==> config.mk <==
export PLATFORM = sky130hd
export DESIGN_NAME = mem_stage
export DESIGN_NICKNAME = d
export VERILOG_FILES = /design/src/rtl/mem_stage.sv
export SDC_FILE = /design/constraint.sdc
export NUM_CORES = 1
export LEC_CHECK = 0
export CAP_MARGIN = 20
export CORE_ASPECT_RATIO = 2
export CORE_MARGIN = 2
export CORE_UTILIZATION = 40
export CTS_CLUSTER_DIAMETER = 200
export DETAILED_ROUTE_END_ITERATION = 8
export DONT_BUFFER_PORTS = 1
export PLACE_DENSITY = 0.6
export SLEW_MARGIN = 20
export SYNTH_ARGS = -nofsm -noshare
export SYNTH_HDL_FRONTEND = slang
export SYNTH_SLANG_ARGS = --single-unit
==> constraint.sdc <==
create_clock -name clk -period 20.6 [get_ports clk]
set_input_delay 3.09 -clock clk [delete_from_list [all_inputs] [get_ports clk]]
set_output_delay 3.09 -clock clk [all_outputs]
set_load 0.005 [all_outputs]
==> src/rtl/mem_stage.sv <==
// rtl/mem_stage.sv - memory-access stage with single-outstanding req/ack data port
// Optional misalignment trap: define MEM_MISALIGN_CHK_EN.
module mem_stage #(
   parameter int XLEN       = 64,
   parameter int DMEM_BYTES = 8
) (
   input  logic                  clk,
   input  logic                  rst,
   input  logic                  ex_valid,
   output logic                  ex_ready,
   input  logic [4:0]            ex_inst_type,
   input  logic [7:0]            ex_opcode,
   input  logic [XLEN-1:0]       ex_rd_data,
   input  logic [XLEN-1:0]       ex_store_data,
   input  logic [4:0]            ex_rd_addr,
   input  logic                  ex_rd_wen,
   output logic                  dmem_req,
   output logic                  dmem_we,
   output logic [XLEN-1:0]       dmem_addr,
   output logic [XLEN-1:0]       dmem_wdata,
   output logic [DMEM_BYTES-1:0] dmem_wmask,
   input  logic                  dmem_ack,
   input  logic [XLEN-1:0]       dmem_rdata,
   output logic                  wb_valid,
   output logic [4:0]            wb_inst_type,
   output logic [4:0]            wb_rd_addr,
   output logic                  wb_rd_wen,
`ifdef MEM_MISALIGN_CHK_EN
   output logic                  wb_misalign,
`endif
   output logic [XLEN-1:0]       wb_rd_data
);

   localparam logic [7:0] INST_LB  = 8'h10, INST_LH  = 8'h11, INST_LW  = 8'h12, INST_LD = 8'h13;
   localparam logic [7:0] INST_LBU = 8'h14, INST_LHU = 8'h15, INST_LWU = 8'h16;
   localparam logic [7:0] INST_SB  = 8'h18, INST_SH  = 8'h19, INST_SW  = 8'h1A, INST_SD = 8'h1B;

   localparam logic [0:0] S_IDLE = 1'b0;
   localparam logic [0:0] S_WAIT = 1'b1;

   logic [0:0]            state;
   logic [1:0]            size_q;
   logic [2:0]            off_q;
   logic                  sign_q;
   logic [4:0]            type_q;
   logic [4:0]            rd_q;
   logic                  wen_q;

   logic                  is_load, is_store, is_signed;
   logic [1:0]            size_d;
   logic [2:0]            off_d;
   logic [DMEM_BYTES-1:0] mask_base;
   logic [XLEN-1:0]       lane, ld_val;

   assign ex_ready = (state == S_IDLE);
   assign off_d    = ex_rd_data[2:0];

   always_comb begin
      is_load   = 1'b0;
      is_store  = 1'b0;
      is_signed = 1'b0;
      size_d    = 2'd0;
      case (ex_opcode)
         INST_LB:  begin is_load = 1'b1; is_signed = 1'b1; size_d = 2'd0; end
         INST_LH:  begin is_load = 1'b1; is_signed = 1'b1; size_d = 2'd1; end
         INST_LW:  begin is_load = 1'b1; is_signed = 1'b1; size_d = 2'd2; end
         INST_LD:  begin is_load = 1'b1; is_signed = 1'b1; size_d = 2'd3; end
         INST_LBU: begin is_load = 1'b1; size_d = 2'd0; end
         INST_LHU: begin is_load = 1'b1; size_d = 2'd1; end
         INST_LWU: begin is_load = 1'b1; size_d = 2'd2; end
         INST_SB:  begin is_store = 1'b1; size_d = 2'd0; end
         INST_SH:  begin is_store = 1'b1; size_d = 2'd1; end
         INST_SW:  begin is_store = 1'b1; size_d = 2'd2; end
         INST_SD:  begin is_store = 1'b1; size_d = 2'd3; end
         default:  ;
      endcase
   end

   // Strobes shifted past byte 7 simply fall off the top; no split access.
   always_comb begin
      case (size_d)
         2'd0:    mask_base = DMEM_BYTES'(8'h01);
         2'd1:    mask_base = DMEM_BYTES'(8'h03);
         2'd2:    mask_base = DMEM_BYTES'(8'h0F);
         default: mask_base = DMEM_BYTES'(8'hFF);
      endcase
   end

   always_comb begin
      lane = dmem_rdata >> {off_q, 3'b000};
      case (size_q)
         2'd0:    ld_val = sign_q ? {{(XLEN-8){lane[7]}},   lane[7:0]}  : {{(XLEN-8){1'b0}},  lane[7:0]};
         2'd1:    ld_val = sign_q ? {{(XLEN-16){lane[15]}}, lane[15:0]} : {{(XLEN-16){1'b0}}, lane[15:0]};
         2'd2:    ld_val = sign_q ? {{(XLEN-32){lane[31]}}, lane[31:0]} : {{(XLEN-32){1'b0}}, lane[31:0]};
         default: ld_val = lane;
      endcase
   end

`ifdef MEM_MISALIGN_CHK_EN
   logic misaligned;
   always_comb begin
      case (size_d)
         2'd0:    misaligned = 1'b0;
         2'd1:    misaligned = off_d[0];
         2'd2:    misaligned = |off_d[1:0];
         default: misaligned = |off_d;
      endcase
   end
`endif

   always_ff @(posedge clk or posedge rst) begin
      if (rst) begin
         state        <= S_IDLE;
         dmem_req     <= 1'b0;
         dmem_we      <= 1'b0;
         dmem_addr    <= '0;
         dmem_wdata   <= '0;
         dmem_wmask   <= '0;
         size_q       <= 2'd0;
         off_q        <= 3'd0;
         sign_q       <= 1'b0;
         type_q       <= 5'd0;
         rd_q         <= 5'd0;
         wen_q        <= 1'b0;
         wb_valid     <= 1'b0;
         wb_inst_type <= 5'd0;
         wb_rd_addr   <= 5'd0;
         wb_rd_wen    <= 1'b0;
         wb_rd_data   <= '0;
`ifdef MEM_MISALIGN_CHK_EN
         wb_misalign  <= 1'b0;
`endif
      end else begin
         wb_valid <= 1'b0;
         case (state)
            S_IDLE: begin
               if (ex_valid) begin
                  if (is_load || is_store) begin
`ifdef MEM_MISALIGN_CHK_EN
                     if (misaligned) begin
                        wb_valid     <= 1'b1;
                        wb_misalign  <= 1'b1;
                        wb_inst_type <= ex_inst_type;
                        wb_rd_addr   <= ex_rd_addr;
                        wb_rd_wen    <= 1'b0;
                        wb_rd_data   <= ex_rd_data;
                     end else
`endif
                     begin
                        state      <= S_WAIT;
                        dmem_req   <= 1'b1;
                        dmem_we    <= is_store;
                        dmem_addr  <= {ex_rd_data[XLEN-1:3], 3'b000};
                        dmem_wdata <= is_store ? (ex_store_data << {off_d, 3'b000}) : '0;
                        dmem_wmask <= is_store ? (mask_base << off_d) : '0;
                        size_q     <= size_d;
                        off_q      <= off_d;
                        sign_q     <= is_signed;
                        type_q     <= ex_inst_type;
                        rd_q       <= ex_rd_addr;
                        wen_q      <= ex_rd_wen & ~is_store;
                     end
                  end else begin
                     wb_valid     <= 1'b1;
                     wb_inst_type <= ex_inst_type;
                     wb_rd_addr   <= ex_rd_addr;
                     wb_rd_wen    <= ex_rd_wen;
                     wb_rd_data   <= ex_rd_data;
`ifdef MEM_MISALIGN_CHK_EN
                     wb_misalign  <= 1'b0;
`endif
                  end
               end
            end
            S_WAIT: begin
               if (dmem_ack) begin
                  state        <= S_IDLE;
                  dmem_req     <= 1'b0;
                  wb_valid     <= 1'b1;
                  wb_inst_type <= type_q;
                  wb_rd_addr   <= rd_q;
                  wb_rd_wen    <= wen_q;
                  wb_rd_data   <= dmem_we ? '0 : ld_val;
`ifdef MEM_MISALIGN_CHK_EN
                  wb_misalign  <= 1'b0;
`endif
               end
            end
            default: state <= S_IDLE;
         endcase
      end
   end

endmodule

-- Yosys cells after proc, flatten, opt, wreduce, memory -nomap -nowiden
Cells that the tools add are included.
- register bits after elaboration: 229
- equality and inequality tests: 19
- shift-type cells: 3
- mux-type cells: 40
- bitwise logic cells: 3
- reduce and logical (&&, ||, !) cells: 12
- operators with widths (operator ; number):
    64-bit 2-to-1 mux ; 8
    64-bit one-hot mux with 3 select lines ; 1
    64-bit one-hot mux with 2 select lines ; 1
    8-bit by 5-bit equality test with 1-bit output, second input constant ; 11
    64-bit by 6-bit << shifter with 64-bit output ; 1
    64-bit by 6-bit right shift with 64-bit output ; 1
    5-bit 2-to-1 mux ; 6
    8-bit one-hot mux with 3 select lines ; 1
    5-bit one-hot mux with 2 select lines ; 2
    1-bit 2-to-1 mux ; 15
    3-bit AND reduction ; 3
    8-bit 2-to-1 mux ; 1
    1-bit one-hot mux with 2 select lines ; 4
    4-bit OR reduction ; 2
    8-bit by 3-bit << shifter with 8-bit output ; 1
    7-bit OR reduction ; 1
    2-bit inequality test, second input constant ; 3
    2-bit one-hot mux with 3 select lines ; 1
    3-bit OR reduction ; 2
    2-bit by 1-bit equality test with 1-bit output, second input constant ; 2
    2-bit equality test, second input constant ; 2
    2-bit zero test ; 2
    2-bit by 1-bit inequality test with 1-bit output, second input constant ; 1
    1-bit inverter ; 2
    other kinds (3) ; 3

-- Logic depth before layout (Yosys ltp)
Gate-level depths: netlist of the first run.
- word-level depth: 7
- gate-level depth with buffers: 9

-- Worst setup path after synthesis of the first run
Ideal clock, no wire load.
- kind: in2reg
- from: input ex_opcode[7]
- to: register wb_rd_data[14]
- setup time: 134 ps
- arrival: 4552 ps
- required time: 20466 ps
- path slack: 15914 ps
- stages: 7
- cells stage by stage: or4b_1 -> a22o_1 -> clkbuf_1 -> buf_2 -> nand3_1 -> o221a_2 -> nand2_1
- word-level cells in the longest chain between the ends: 6
- elaborated cells on any way between the ends: 18
- classes of those cells: 12 x eq/ne; 2 x mux; 4 x reduce/logical
- ends and longest elaborated chain (element ; RTL line ; source):
    start, declared ; 12 ; input logic [7:0] ex_opcode,
    8-bit by 5-bit equality test with 1-bit output ; 63 ; case (ex_opcode)
    7-bit OR reduction (no source line) or 4-bit OR reduction (tied branches) ; -- ;
    1-bit 2-to-1 mux ; 63 ;
    1-bit logical OR * ; 138 ; if (is_load || is_store) begin
    2-bit inequality test (no source line) * ; -- ;
    3-bit AND reduction (no source line) * ; -- ;
    end signal, assigned ; 168 ; wb_rd_data <= ex_rd_data;
    end signal, assigned ; 183 ; wb_rd_data <= dmem_we ? '0 : ld_val;
    end, declared ; 31 ; output logic [XLEN-1:0] wb_rd_data
Mark *: on every way between the ends. The rest lies on a longest branch, timed or not.
A chain may end at the register's enable or synchronous reset.

-- Worst setup path after layout of the first run
- from: input ex_valid
- to: register rd_q[0]
- word-level cells in the longest chain between the ends: 1
- ends and longest elaborated chain (element ; RTL line ; source):
    start, declared ; 9 ; input logic ex_valid,
    3-bit AND reduction (no source line) ; -- ;
    end signal, assigned ; 160 ; rd_q <= ex_rd_addr;
    end, declared ; 46 ; logic [4:0] rd_q;
No other way between the ends.

==> flow_summary.toml, run 1 <==
[outcome]
status = "completed"

[logic_synthesis]
syn_inst = 1220
synth-simple-area-share_pct = 9.76
synth_xor_area_share_pct = 0
synth_area_leaders = "dfrtp_1 45%, mux2i_1 9.7%, mux2_2 8.2%"
avgSynthCellArea_um2 = 10.4
synth-adder-area-share_pct = 0
synthDominantCellAreaShare_pct = 45.1
netlist_area_mm2 = 0.0127
synthMuxAreaShare_pct = 23.4
postSynth.asyncResetShare_pct = 100
synth_edf_count = 0
yosys_warnings = 0
synth_top_family_by_area = "multiplexers"
yosysSeqAreaShare_pct = 45.1
synth-compound-area-share_pct = 17.5
synthFlopType = "dfrtp_1"
synth.distinct_cells = 60
yosysTopAreaCell = "dfrtp_1"
ys_seq_elements = 229

[setup_path]
cp-start-kind = "primary input"
crit_fanout = 66
worstReg2RegEnd = "rd_q[0]"
cp_slowest_cell = "nor2b_1"
timing.critical_path.mode_cell = "buf_4"
cp-startpoint = "ex_valid"
cp-end-kind = "flip-flop"
path_class = "primary input to flip-flop"
cp_data_arrival_time_ps = 5740
cp_cell_sequence = "nor2b_1, nand3_4, buf_4, buf_4, mux2_2"
worstRegToRegCells = 6
crit_path_max_incr_delay_ps = 690
worstReg2RegStart = "state"
reg2reg_slack_ps = 17190
crit_required_ps = 21000

[grt]
globalRouteOverflowTotal = 0
antenna_found_initial = 0
grt_max_degree = 97
grt_pass1_vias = 10100
grt_usage_pct = 27.7
grt_pass1_wl_mm = 67.9

[clocking]
cts-resized-gates = 0
cts.reportedPaths.clkPinSlew_ps = 60
htreeDepth = 1
tritoncts = "yes"
cts_buffer_depth = 3
cts-root-buf = "clkbuf_16"
numCtsBuffers = 22
hold_buffers = 0
numClockSinks = 229
post_cts_buffers = 0
insertion_delay_ps = 520

[floorplan]
die_y_um = 256
core_area_mm2 = 0.0314
io_pins = 430
rows = 92
die_area_mm2 = 0.0333
dieWidth_um = 130
initial_utilization_pct = 40.4

[layout]
fin_cells = 1594
final_cell_mix = "227 x dfrtp_1, 139 x nand2_1, 123 x mux2i_1, 93 x mux2_2, 85 x o21ai_0"
fillCellCount = 2964
n_antenna_cell = 0
final_nets = 1372
layout_commonest_cell = "dfrtp_1"
synthToLayoutAreaGrowth_pct = 7.68
post_route_cells_drive_above_1_share_pct = 16.4

[routing]
post_drt_wl_per_cell_um = 29.5
vias = 9939
ant_nets = 0
drt_first_iter_violations = 707
drcViolationCount = 0
post_drt_via_cell_ratio = 6.24
finalWirelength_mm = 47.1
firstDrtPassIters = 6

[power]
leakage_nw = 5.86
pwr-share-comb_pct = 20.8
p_int_uw = 875
power_frac_clock_pct = 33.3
switchingPower_uw = 396
switching_share_pct = 31.2
seqPwrFrac_pct = 45.9
vdd_drop_max_uv = 53.1
power_density_mw_per_mm2 = 92.9

[place]
placed_cells = 1556
io_buffers = 0
place_ws_ps = 14640
dp_hpwl_mm = 36.2
gp_congestion = 0.899

[timing]
min_period_ps = 5330
hold-worst-slack_ps = 508
rsz0062_at_grt = "no"
finalCritPeriodShare_pct = 25.9
tns_ps = 0
fmax_mhz = 187
maxSlewHeadroom_pct = 33.2
maxSlewViolCount = 0
worst_slack_ps = 15270
finClkSkew_ps = 9.24
finalHoldViolCount = 0
setup_viol = 0
tightest_slew_ps = 1000

[job]
max_cap_violations = 0

[min_path]
min_path_type = "flip-flop to flip-flop"
min-delay-start = "rd_q[3]"
holdPathEnd = "rd_q[3]"
min_path_cells = 1
-- routing by layer --
layer,up-vias,track usage [%],share of wire [%]
met3,105,6.58,7.4
met1,4999,26.4,31
met2,455,50.9,54
met5,-,0,0
met4,0,18.2,7.8
li1,4380,-,-
-- synthesized netlist by cell type, drive strengths merged (4+ instances only) --
cell,number
o2bb2ai,15
mux2,93
a21o,4
a2bb2oi,6
nand3,25
a31oi,10
inv,14
o21ai,88
o22ai,37
buf,50
dfrtp,229
a21oi,84
mux4,31
a22oi,9
a211oi,17
a32o,4
nand2,139
o21a,10
a221oi,8
o211ai,18
nor2,58
and2,4
nor2b,15
mux2i,123
a22o,17
and3,20
o221a,7
clkbuf,57
-- flip-flops by register name, summed over array words and instances, names as in the netlist, 2 cells and up --
name          cells
wb_rd_addr        5
dmem_wdata       64
wb_rd_data       64
dmem_addr        61
wb_inst_type      5
dmem_wmask        8
rd_q              5
size_q            2
off_q             3
type_q            5
-- power by group through the flow --
stage | clock [mW] | sequential [mW] | combinational [mW]
finish | 0.423 | 0.584 | 0.264
global route | 0.452 | 0.592 | 0.284
CTS | 0.433 | 0.585 | 0.265
detailed placement | 0 | 0.593 | 0.264
global placement | 0 | 0.591 | 0.259
floorplan | 0 | 0.561 | 0.218
-- area by class of cell --
class / instances / area (µm²) / share of cell area [%]
Timing Repair Buffer: 18 / 135 / 0.988
Clock inverter: 7 / 72.6 / 0.530
Inverter: 16 / 67.6 / 0.494
Clock buffer: 31 / 666 / 4.86
Tap cell: 423 / 529 / 3.87
Sequential cell: 229 / 5730 / 41.9
Multi-Input combinational cell: 870 / 6480 / 47.4
-- how the worst max path moves through the flow --
stage | end | slack (ps) | depth (start not counted)
after floorplan | dmem_addr[10] | 11230 | 1
after global placement | dmem_addr[14] | 14740 | 5
after detailed placement | dmem_addr[3] | 14640 | 5
after CTS | dmem_addr[3] | 15200 | 5
after global routing | dmem_addr[18] | 15060 | 5
final | rd_q[0] | 15270 | 5
-- worst max-delay path: cells and delay by family --
family,cells,cell delay (ps)
AND/OR/NAND/NOR,2,1220
buffers and inverters,2,960
multiplexers,1,380
-- kinds of logic after synthesis --
logic type	after synthesis
AO/OA/AOI/OAI	345
buffers and inverters	123
flip-flops	229
multiplexers	247
other	1
AND/OR/NAND/NOR	275
-- metrics by stage --
stage	cell area (µm²)	total power, mW	util (%)
3_5_place_dp	12900	0.858	41.2
4_1_cts	13700	1.28	43.5
3_3_place_gp	12900	0.850	41.2
2_1_floorplan	12700	0.780	-
5_1_grt	13700	1.33	43.5
6_report	13700	1.27	43.5
(Power assumes the default switching activity.)
==> inputs of run 2 (changes only) <==
PLACE_DENSITY = 0.62   (was 0.6)
clock period = 4.3 ns   (was 20.6 ns; I/O delays follow)
==> run 2 against run 1 <==
  * Power rose to 4.8 times the previous value
  * First-iteration DRC count fell by 14%
  * Cell area rose by 0.11%
  * Core utilization barely moved
  * Worst setup slack got worse by 14000 ps
  * Combinational power rose to 4.7 times the previous value
  * Flip-flop and latch count did not move
  * Sequential share of layout area barely moved
  * Cell count rose by 0.19%
  * Clock power rose to 4.7 times the previous value
  * Count of clock-buffer cells in the layout rose by 1
  * Largest cell class unchanged
==> flow_summary.toml, run 2 (synthesis results as in run 1) <==
[outcome]
status = "completed"

[floorplan]
die_area_mm2 = 0.0333
dieWidth_um = 130
initial_utilization_pct = 40.4
die_y_um = 256
io_pins = 430
rows = 92
core_area_mm2 = 0.0314

[grt]
antenna_found_initial = 1
grt_pass1_wl_mm = 68.7
grt_usage_pct = 27.9
grt_max_degree = 84
grt_pass1_vias = 10200
globalRouteOverflowTotal = 0

[layout]
final_nets = 1375
final_cell_mix = "227 x dfrtp_1, 139 x nand2_1, 123 x mux2i_1, 93 x mux2_2, 85 x o21ai_0"
synthToLayoutAreaGrowth_pct = 7.80
layout_commonest_cell = "dfrtp_1"
reg_top3 = "dmem_wdata x64, wb_rd_data x64, dmem_addr x61"
fin_cells = 1597
fin_util_pct = 43.6
post_route_cells_drive_above_1_share_pct = 16.3

[timing]
tightest_slew_ps = 984
setup_viol = 0
finalCritPeriodShare_pct = 66.9
min_period_ps = 2880
finClkSkew_ps = 11.8
maxSlewHeadroom_pct = 34.3
fmax_mhz = 347
rsz0062_at_grt = "no"
hold-worst-slack_ps = 90.1
finalHoldViolCount = 0
tns_ps = 0
maxSlewViolCount = 0

[setup_path]
crit_fanout = 34
reg2reg_slack_ps = 1420
cp_slowest_cell = "dfrtp_2"
cp_cell_sequence = "buf_4, nor2b_1, a2bb2oi_1, o22ai_1, a221oi_1, nand2_1"
worstReg2RegStart = "off_q[1]"
cp-start-kind = "flip-flop"
crit_required_ps = 4760
worstRegToRegCells = 6
crit_path_max_incr_delay_ps = 910
path_class = "flip-flop to flip-flop"
cp_data_arrival_time_ps = 3340
cp-end-kind = "flip-flop"
worstReg2RegEnd = "wb_rd_data[28]"

[clocking]
cts-root-buf = "clkbuf_16"
cts-resized-gates = 0
post_cts_buffers = 0
htreeDepth = 1
tritoncts = "yes"
insertion_delay_ps = 530
numClockSinks = 229
hold_buffers = 0
numCtsBuffers = 23
cts_buffer_depth = 3
cts.reportedPaths.clkPinSlew_ps = 70

[min_path]
min_path_type = "primary input to asynchronous set/reset pin"

[place]
dp_hpwl_mm = 36.3
gp_congestion = 0.925
io_buffers = 0
placed_cells = 1558

[routing]
post_drt_wl_per_cell_um = 29.7
finalWirelength_mm = 47.5
ant_nets = 0
drt_first_iter_violations = 605
post_drt_via_cell_ratio = 6.21
drcViolationCount = 0
firstDrtPassIters = 5
vias = 9922

[power]
power_mw = 6.06
power_density_mw_per_mm2 = 442
vdd_drop_max_uv = 268
leakage_nw = 5.86

[job]
max_cap_violations = 0
## run 2: cell types whose count changed in the layout (fill, tap and decap cells not counted)
cell,delta
inv_8,-1
clkbuf_8,-2
clkbuf_1,+3
buf_12,+2
diode_2,+1
inv_6,+1
clkinv_4,-1
## run 2: how the worst max path moves through the flow
stage                                end    startpoint  slack, ps
after floorplan            dmem_addr[10]           rst        660
after global placement      dmem_addr[3]  ex_opcode[7]       1430
after detailed placement   dmem_addr[18]  ex_opcode[7]       1380
after CTS                 wb_rd_data[19]      off_q[1]       1440
after global routing      wb_rd_data[20]      off_q[1]       1230
final                     wb_rd_data[28]      off_q[1]       1420
## run 2: layout make-up
class / count / area (µm²)
inverters: 16 / 63.8
flip-flops and latches: 229 / 5730
clock buffers: 32 / 649
well taps: 423 / 529
multi-input cells: 870 / 6480
clock inverters: 6 / 65.1
diodes: 1 / 2.50
repair buffers: 20 / 175
fillers: 2972 / 17700
## run 2: stage by stage
stage	setup WS [ps]	instance area [µm²]
5_1_grt	1230	13700
6_report	1420	13700
4_1_cts	1440	13700
3_3_place_gp	1430	13000
3_5_place_dp	1380	13000
2_1_floorplan	661	12700
## run 2: per-layer routing
metal	part of all wire (%)	vias up	wire length, µm	global-route usage (%)
met4	7.9	0	3760	19.0
met2	53	511	25200	50.3
met5	0	-	0	0
li1	-	4377	-	-
met3	8.0	137	3780	6.88
met1	31	4897	14700	27.3
## run 2: power by group
part           switching (mW)  leakage, nW  internal (mW)
registers               0.353         2.92           2.48
logic                   0.663         2.59          0.579
clock network           0.878        0.349           1.11
## run 2: critical path: cells and delay by family, from the launching register on
family	cells	cell delay (ps)
AOI/OAI and AO/OA	3	750
buffers and inverters	1	480
DFF	1	910
and+or+nand+nor	2	650
